[config.mk]
export PLATFORM = sky130hd
export DESIGN_NAME = counter_cascade_disp
export DESIGN_NICKNAME = d
export VERILOG_FILES = /design/src/rtl/counter_cascade_disp.sv
export SDC_FILE = /design/constraint.sdc
export NUM_CORES = 1
export LEC_CHECK = 0
export BUFFER_PORTS_ARGS = -buffer_cell sky130_fd_sc_hd__buf_2
export CAP_MARGIN = 20
export CORE_MARGIN = 4
export CORE_UTILIZATION = 35
export CTS_CLUSTER_SIZE = 8
export DETAILED_ROUTE_END_ITERATION = 8
export PLACE_DENSITY_LB_ADDON = 0.3
export SYNTH_ARGS = -nofsm -noshare
export SYNTH_HDL_FRONTEND = slang
export SYNTH_SLANG_ARGS = --single-unit
[constraint.sdc]
create_clock -name clk -period 4.1 [get_ports clk]
set_input_delay 0.615 -clock clk [delete_from_list [all_inputs] [get_ports clk]]
set_output_delay 0.615 -clock clk [all_outputs]
set_load 0.02 [all_outputs]
[src/rtl/counter_cascade_disp.sv]
// High-order digit stage behind the bounded up/down counter, plus a two-digit
// multiplexed 7-segment driver that shows the incoming low digit and the high digit.
module counter_cascade_disp #(
   parameter int HI_MAX   = 9,
   parameter int SCAN_DIV = 50000
) (
   input  logic       clk,
   input  logic       reset_n,
   input  logic       clr,
   input  logic [3:0] Q_in,
   input  logic       carry_in,
   input  logic       dir,
   output logic [3:0] hi_q,
   output logic       hi_carry,
   output logic [6:0] seg,
   output logic [1:0] an
);

   localparam int              SCAN_W    = (SCAN_DIV > 2) ? $clog2(SCAN_DIV) : 1;
   localparam logic [SCAN_W-1:0] SCAN_LAST = SCAN_W'(SCAN_DIV - 1);
   localparam logic [3:0]      HI_TOP    = 4'(HI_MAX);

   typedef enum logic {
      DIGIT_LO = 1'b0,
      DIGIT_HI = 1'b1
   } digit_t;

   logic              r_carryPrev;
   logic [3:0]        r_hiQ;
   logic              r_hiCarry;
   logic [SCAN_W-1:0] r_scanCnt;
   digit_t            r_sel;
   logic [6:0]        r_seg;
   logic [1:0]        r_an;

   logic              w_evt;
   logic [3:0]        w_hiNext;
   logic              w_hiCarryNext;
   logic              w_scanWrap;
   logic [SCAN_W-1:0] w_scanNext;
   digit_t            w_selNext;
   logic [3:0]        w_dispDigit;
   logic [6:0]        w_segNext;
   logic [1:0]        w_anNext;

   function automatic logic [6:0] hexSeg(input logic [3:0] v);
      logic [6:0] s;
      case (v)
         4'h0: s = 7'h3F;
         4'h1: s = 7'h06;
         4'h2: s = 7'h5B;
         4'h3: s = 7'h4F;
         4'h4: s = 7'h66;
         4'h5: s = 7'h6D;
         4'h6: s = 7'h7D;
         4'h7: s = 7'h07;
         4'h8: s = 7'h7F;
         4'h9: s = 7'h6F;
         4'hA: s = 7'h77;
         4'hB: s = 7'h7C;
         4'hC: s = 7'h39;
         4'hD: s = 7'h5E;
         4'hE: s = 7'h79;
         default: s = 7'h71;
      endcase
      return s;
   endfunction

   // A held carry level counts once; clear wins over a simultaneous carry event.
   assign w_evt = carry_in & ~r_carryPrev;

   always_comb begin
      w_hiNext      = r_hiQ;
      w_hiCarryNext = 1'b0;
      if (clr) begin
         w_hiNext = 4'd0;
      end else if (w_evt) begin
         if (!dir) begin
            if (r_hiQ == HI_TOP) begin
               w_hiNext      = 4'd0;
               w_hiCarryNext = 1'b1;
            end else begin
               w_hiNext = r_hiQ + 4'd1;
            end
         end else begin
            if (r_hiQ == 4'd0) begin
               w_hiNext      = HI_TOP;
               w_hiCarryNext = 1'b1;
            end else begin
               w_hiNext = r_hiQ - 4'd1;
            end
         end
      end
   end

   always_comb begin
      w_scanWrap = (r_scanCnt == SCAN_LAST);
      w_scanNext = w_scanWrap ? '0 : r_scanCnt + SCAN_W'(1);
      w_selNext  = r_sel;
      if (w_scanWrap) begin
         w_selNext = (r_sel == DIGIT_LO) ? DIGIT_HI : DIGIT_LO;
      end
   end

   always_comb begin
      w_dispDigit = (r_sel == DIGIT_HI) ? r_hiQ : Q_in;
      w_segNext   = hexSeg(w_dispDigit);
      w_anNext    = (r_sel == DIGIT_HI) ? 2'b01 : 2'b10;
   end

   // carry_prev resets high so a carry held through reset release is not counted.
   always_ff @(posedge clk or negedge reset_n) begin
      if (!reset_n) begin
         r_carryPrev <= 1'b1;
         r_hiQ       <= 4'd0;
         r_hiCarry   <= 1'b0;
         r_scanCnt   <= '0;
         r_sel       <= DIGIT_LO;
         r_seg       <= 7'h00;
         r_an        <= 2'b11;
      end else begin
         r_carryPrev <= carry_in;
         r_hiQ       <= w_hiNext;
         r_hiCarry   <= w_hiCarryNext;
         r_scanCnt   <= w_scanNext;
         r_sel       <= w_selNext;
         r_seg       <= w_segNext;
         r_an        <= w_anNext;
      end
   end

   assign hi_q     = r_hiQ;
   assign hi_carry = r_hiCarry;
   assign seg      = r_seg;
   assign an       = r_an;

endmodule
==> metrics.yaml, run 1 <==
cts_buffers: 5
synth_cells: 159
synth_top_family_by_area: "simple AND/OR/NAND/NOR gates"
post_cts_buffers: 0
clock_sinks: 32
pin_count: 23
seqPwrFrac_pct: 53.2
cts_tree: "done"
final_common_cell: "dfrtp_1"
die_area_um2: 6120
hold_ws_ns: 0.382
syn_area_um2: 1730
start_util_pct: 36.3
finalHoldViolations: 0
skew_ns: 0.00408
hold_class: "primary input to async pin"
synth_edf_count: 0
area_delta_synth_final_pct: 15.3
synthesis.nets: 180
p_comb_share_pct: 11.9
cts_hold_buf: 0
antenna_found_initial: 0
slew_headroom_pct: 53.8
vias: 1233
wl_per_cell_um: 12.4
swShare_pct: 25.1
synth.distinct_cells: 41
fin_setup_tns_ns: 0
clock-root-buffer: "clkbuf_8"
path_clk_slew_ns: 0.06
drt_iter0_drc: 25
dp_hpwl_mm: 2.24
syn_avg_cell_area_um2: 10.9
synth-simple-area-share_pct: 18.3
yosysSeqAreaShare_pct: 46.6
critPathArrivalTime_ns: 2.27
vias_per_cell: 4.87
required_ns: 4.32
portBuffers: 22
die_h_um: 78.2
fillerInstances: 479
async_flop_share_pct: 100
synth_ff_type: "dfrtp_1"
yosys.area_share.adder_pct: 8.70
drc: 0
first_pass_iters: 4
antenna-diode-count: 0
worst_pin_slew_ns: 0.692
synthTopCellsByArea: "dfrtp_1, ha_1, mux2i_1"
drive_gt1_share_pct: 19.9
cts_max_level: 2
drt_wl_total_mm: 3.14
synth-seq-cells: 32
setup_viol: 0
p_leak_uw: 0.000863
critPathLaunchType: "register"
ctsResizeCount: 0
rsz0062_at_grt: "false"
max-cap-violations: 0
synth_top_cell_area_share_pct: 42.0
grt_pass1_wl_mm: 5.71
final_cell_mix: "dfrtp_1, buf_2, nor2_1, ha_1, nand2_1"
grt.total_usage_pct: 11.8
critPathKind: "register to register"
drv_slew: 0
vdd_drop_max_mv: 0.0990
endpoint_kind: "register"
coreArea_um2: 4750
p_switching_uw: 157
overflow: 0
synthXorXnorAreaFrac_pct: 6.09
worstSkewPairLatency_ns: 0.28
antenna_left: 0
fin_nets: 207
post-route-period-util_pct: 50.0
grt_pass1_vias: 1282
die_x_um: 78.2
max_freq_mhz: 488
synthMuxAreaShare_pct: 7.83
synth_top_cell_by_area: "dfrtp_1"
crit_fanout: 8
internal_power_uw: 469
yosys_warnings: 0
routabilityCongestion: 0.763
power_density_nw_per_um2: 315
period_needed_ns: 2.05
rows: 25
grt_max_degree: 33
clockBufferDepth: 2
status: "finished, final reports clean"
clkPwrFrac_pct: 34.9
synth_compound_area_share_pct: 10.1
==> logic make-up after synthesis <==
logic type                 Yosys count
and+or+nand+nor                     55
xor gates and xnor gates            12
adders and majority gates           12
muxes                               12
buffers and inverters               11
AOI/OAI and AO/OA                   25
DFF                                 32
==> layout make-up <==
type | count | area, um^2 | share of cell area [%]
sequential | 32 | 805 | 40.4
clock buffer | 6 | 72.6 | 3.65
timing repair buffer | 22 | 110 | 5.53
clock inverter | 1 | 5.00 | 0.251
inverter | 9 | 33.8 | 1.70
multi-input combinational | 116 | 881 | 44.2
tap | 67 | 83.8 | 4.21
==> power by group through the flow <==
stage | registers [uW] | logic (uW) | clock network [uW]
floorplan | 348 | 37.2 | 0
global placement | 339 | 75.0 | 0
detailed placement | 339 | 75.0 | 0
CTS | 333 | 75.6 | 231
global route | 334 | 83.7 | 246
finish | 333 | 74.4 | 219
==> per-layer routing <==
layer / GRT usage, % / wire, um
met1: 15.4 / 1590
met2: 17.7 / 1390
met3: 2.75 / 88
met4: 7.17 / 73
met5: 0 / 0
==> stage by stage <==
step	cells	total power (uW)	utilization [%]	setup WS [ns]	cell area, um^2
global route	253	664	41.9	1.92	1990
global placement	246	414	40.2	2.05	1910
CTS	253	639	41.9	2.04	1990
finish	253	626	41.9	2.05	1990
detailed placement	246	414	40.2	2.02	1910
floorplan	159	385	-	2.13	1730
==> final timing paths <==
kind / startpoint / to / slack, ns / depth (start not counted)
max: r_sel / seg[3] / 2.05 / 5
max reg2reg: r_sel / seg[3] / 2.05 / 5
min in group clk: carry_in / r_carryPrev / 0.45 / 1
min: reset_n / r_scanCnt[11] / 0.38 / 1
max in group asynchronous: reset_n / hi_carry / 3.27 / 1
min reg2reg: r_scanCnt[0] / r_scanCnt[0] / 0.49 / 1
==> registers in the layout (all words and copies together) (netlist names) <==
signal / count
an: 2
hi_carry: 1
hi_q: 4
r_carryPrev: 1
r_scanCnt: 16
r_sel: 1
seg: 7
==> critical path: stages (launching register included) <==
cell and delay, ns:
dfrtp_1 0.55, mux2i_1 0.46, inv_1 0.15, ha_1 0.29, mux4_2 0.47, inv_1 0.06
==> synth_stat cells, types with 2 or more instances <==
cell type	instances
nand2b_1	3
nor2_1	12
a21oi_1	6
nand3_1	6
nor3_1	5
dfrtp_1	29
nand2_1	10
o21ai_0	3
dfstp_2	3
clkbuf_1	2
xnor2_1	5
nand3b_1	2
nor2b_1	3
o211ai_1	2
o22a_1	2
ha_1	12
inv_1	9
mux2i_1	9
mux2_2	2
a22o_1	2
xor2_1	7
and4_1	2
nand4_1	5
No activity file was read; power rests on OpenSTA's default activity.
==> inputs of run 2 (changes only) <==
==> constraint.sdc (replaced) <==
create_clock -name clk -period 2 [get_ports clk]
set_input_delay 0.3 -clock clk [delete_from_list [all_inputs] [get_ports clk]]
set_output_delay 0.3 -clock clk [all_outputs]
set_load 0.02 [all_outputs]
==> metrics.yaml, run 2 (synthesis gave the netlist of run 1 again) <==
status: "finished, final reports clean"
dpl_cell_area_um2: 1960
antenna-diode-count: 0
max_freq_mhz: 576
postLayoutCoreUtil_pct: 43.3
hold_class: "primary input to async pin"
crit_fanout: 5
antenna_left: 0
overflow: 0
placed_cells: 252
fin_ws_ns: 0.264
cts_buffers: 5
drt_wl_total_mm: 3.28
met2_length_mm: 1.51
drt_iter0_drc: 82
wl_per_cell_um: 12.6
rows: 25
critPathArrivalTime_ns: 1.91
ff2ff_setup_slack_ns: 0.26
worst_path_largest_cell_delay_ns: 0.56
wl_met3_um: 132
setup_viol: 0
p_leak_uw: 0.000905
endpoint_kind: "register"
post_cts_buffers: 0
dp_hpwl_mm: 2.38
fin_cells: 260
clock_sinks: 32
cp_top_family: "simple AND/OR/NAND/NOR gates"
path_clk_slew_ns: 0.07
drv_slew: 0
die_x_um: 78.2
routabilityCongestion: 0.807
power_density_nw_per_um2: 675
ctsResizeCount: 0
cts_tree: "done"
final_cell_mix: "dfrtp_1, buf_2, nor2_1, ha_1, nand2_1"
die_h_um: 78.2
die_area_um2: 6120
first_pass_iters: 4
fillerInstances: 477
grt.total_usage_pct: 12.3
rsz0062_at_grt: "false"
pin_count: 23
required_ns: 2.17
critPathKind: "register to register"
vias: 1292
drc: 0
final_cell_area_um2: 2060
finalHoldViolations: 0
portBuffers: 22
grt_max_degree: 33
start_util_pct: 36.3
cts_hold_buf: 0
cts_max_level: 2
period_needed_ns: 1.74
slew_headroom_pct: 53.9
drive_gt1_share_pct: 22.8
grt_pass1_vias: 1307
skew_ns: 0.00447
antenna_found_initial: 0
place_ws_ns: 0.270
path_cells: "or4b_4 -> nor4_4 -> o21ai_1 -> a22o_1"
final_common_cell: "dfrtp_1"
crit_buf_inv: 0
fin_setup_tns_ns: 0
largest_register_ffs: 16
worstSkewPairLatency_ns: 0.28
vias_per_cell: 4.97
clockBufferDepth: 2
vdd_drop_max_mv: 0.251
wl_met1_mm: 1.59
crit_slowest_cell: "or4b_4"
coreArea_um2: 4750
highest_layer: "met4"
max-cap-violations: 0
worst_pin_slew_ns: 0.692
largest-register: "r_scanCnt"
grt_pass1_wl_mm: 6.01
fin_nets: 213
clock-root-buffer: "clkbuf_8"
area_delta_synth_final_pct: 19.2
critPathLaunchType: "register"
post-route-period-util_pct: 86.8
[run 2: worst paths after layout]
kind	startpoint	end	cells after the start
worst min register to register	r_scanCnt[0]	r_scanCnt[0]	1
worst min-delay path	reset_n	r_scanCnt[2]	1
max in group asynchronous	reset_n	r_scanCnt[10]	1
worst max register to register	r_scanCnt[4]	r_scanCnt[9]	4
min in group clk	carry_in	r_carryPrev	1
worst max-delay path	r_scanCnt[4]	r_scanCnt[9]	4
[run 2: layout make-up]
type | count | area, um^2 | share of cell area (%)
Timing Repair Buffer | 28 | 155 | 7.54
Clock buffer | 8 | 100 | 4.86
Sequential cell | 32 | 805 | 39.1
Inverter | 9 | 33.8 | 1.64
Multi-Input combinational cell | 116 | 881 | 42.8
Tap cell | 67 | 83.8 | 4.07
[run 2: worst register-to-register path: stages (launching register included)]
cell	delay (ns)
dfrtp_1	0.43
or4b_4	0.56
nor4_4	0.34
o21ai_1	0.12
a22o_1	0.18
[run 2: metal layers]
layer / global-route usage (%) / vias up
met5: 0 / -
met4: 5.24 / 0
met3: 3.21 / 5
met2: 18.8 / 26
met1: 16.5 / 627
li1: - / 634
[run 2: through the flow]
step	total power (uW)	hold WS [ns]
after CTS	1410	0.0970
after floorplan	789	0.00441
after global placement	853	0.390
after detailed placement	853	0.402
final	1390	0.0614
after global routing	1460	0.125
[run 2: power by group]
group          switching, uW  leakage, uW  internal, uW  total [uW]
clock network            235    0.0000515           314         549
logic                   95.0     0.000457          62.2         157
registers               15.9     0.000396           666         682
total                    346     0.000905          1040        1390
==> inputs of run 3 (changes only) <==
--- a/config.mk
+++ b/config.mk
@@ -11,6 +11,7 @@
 export CORE_UTILIZATION = 35
 export CTS_CLUSTER_SIZE = 8
 export DETAILED_ROUTE_END_ITERATION = 8
+export GPL_TIMING_DRIVEN = 0
 export PLACE_DENSITY_LB_ADDON = 0.3
 export SYNTH_ARGS = -nofsm -noshare
 export SYNTH_HDL_FRONTEND = slang
==> metrics.yaml, run 3 (synthesis gave the netlist of run 1 again) <==
cts_buffers: 5
overflow: 0
grt_max_degree: 33
area_delta_synth_final_pct: 19.1
max-cap-violations: 0
busiest_layer: "met2"
drt_wl_total_mm: 3.26
antenna_left: 0
drv_slew: 0
postLayoutCoreUtil_pct: 43.2
path_clk_slew_ns: 0.06
gr-usage-met1_pct: 15.6
status: "finished, final reports clean"
placed_cells: 248
worst_pin_slew_ns: 0.689
final_cell_mix: "dfrtp_1, buf_2, nor2_1, ha_1, nand2_1"
vias_per_cell: 4.88
max_freq_mhz: 533
period_needed_ns: 1.88
drt_iter0_drc: 62
power_density_nw_per_um2: 699
grt_use_met2_pct: 17.9
rsz0062_at_grt: "false"
crit_path_frequent_cell: "inv_1"
start_util_pct: 36.3
p_leak_uw: 0.000900
critPathLaunchType: "register"
slew_headroom_pct: 54.1
die_area_um2: 6120
cts_max_level: 2
cts_tree: "done"
fin_setup_tns_ns: 0
endpoint_kind: "register"
first_pass_iters: 4
routabilityCongestion: 0.833
antenna-diode-count: 0
largest_register_ffs: 16
setup_viol: 0
antenna_found_initial: 0
pin_count: 23
fin_cells: 258
die_h_um: 78.2
portBuffers: 22
largest-register: "r_scanCnt"
place_ws_ns: -0.225
clockBufferDepth: 2
die_x_um: 78.2
vdd_drop_max_mv: 0.283
path_cells: "mux2i_2 -> inv_1 -> ha_1 -> mux4_2 -> inv_1"
grt.total_usage_pct: 11.8
hold_ws_ns: 0.0604
worst_path_largest_cell_delay_ns: 0.50
fin_ws_ns: 0.125
grt_pass1_wl_mm: 5.69
post-route-period-util_pct: 93.8
skew_ns: 0.00998
fin_nets: 211
coreArea_um2: 4750
required_ns: 2.22
drc: 0
grt_pass1_vias: 1249
clock-root-buffer: "clkbuf_8"
drive_gt1_share_pct: 23.0
crit_slowest_cell: "dfrtp_2"
hold_class: "primary input to async pin"
vias: 1259
critPathArrivalTime_ns: 2.09
final_common_cell: "dfrtp_1"
crit_fanout: 8
dp_hpwl_mm: 2.28
clock_sinks: 32
rows: 25
worstSkewPairLatency_ns: 0.28
wl_per_cell_um: 12.6
use_met3_pct: 2.87
critPathKind: "register to register"
finalHoldViolations: 0
## run 3: layout make-up
cell class | count | area, um^2
Buffer | 1 | 3.75
Clock buffer | 6 | 72.6
Clock inverter | 2 | 35.0
Fill cell | 471 | 2700
Inverter | 9 | 33.8
Multi-Input combinational cell | 116 | 888
Sequential cell | 32 | 806
Tap cell | 67 | 83.8
Timing Repair Buffer | 25 | 133
## run 3: where the power goes
group,leakage [uW],total (uW),internal [uW],switching (uW)
logic,0.000450,157,59.7,97.7
clock network,0.0000552,597,369,228
registers,0.000394,681,667,14.9
total,0.000900,1440,1100,341
## run 3: per-stage QoR
step | total power (uW) | area (um^2)
floorplan | 789 | 1730
global placement | 849 | 1920
detailed placement | 850 | 1920
CTS | 1460 | 2030
global route | 1510 | 2060
finish | 1440 | 2060
## run 3: timing repair
action / CTS / global route
resized for setup: 3 / 0
hold endpoints to repair: 0 / 0
endpoints found under the setup margin: 3 / 3
hold buffers: 0 / 0
pin swaps: 0 / 1
setup buffers: 0 / 3
## run 3: routing by layer
metal  wire (um)  part of all wire (%)
met1        1600                    49
met5           0                     0
met2        1470                    45
met4          59                   1.8
met3         127                   3.9
## run 3: worst max-delay path: cells and delay by family, from the launching register on
| kind | cells | cell delay [ns] |
|---|---|---|
| mux | 2 | 0.84 |
| buf+inv | 2 | 0.21 |
| flops | 1 | 0.50 |
| fa+ha+maj | 1 | 0.26 |
## run 3: final timing paths
path	endpoint	slack [ns]	startpoint	cells past startpoint
min reg2reg	r_scanCnt[0]	0.48	r_scanCnt[0]	1
min in group clk	r_carryPrev	0.13	carry_in	1
max reg2reg	seg[3]	0.12	r_sel	5
min	r_scanCnt[11]	0.06	reset_n	1
max	seg[3]	0.12	r_sel	5
max in group asynchronous	r_sel	1.45	reset_n	1
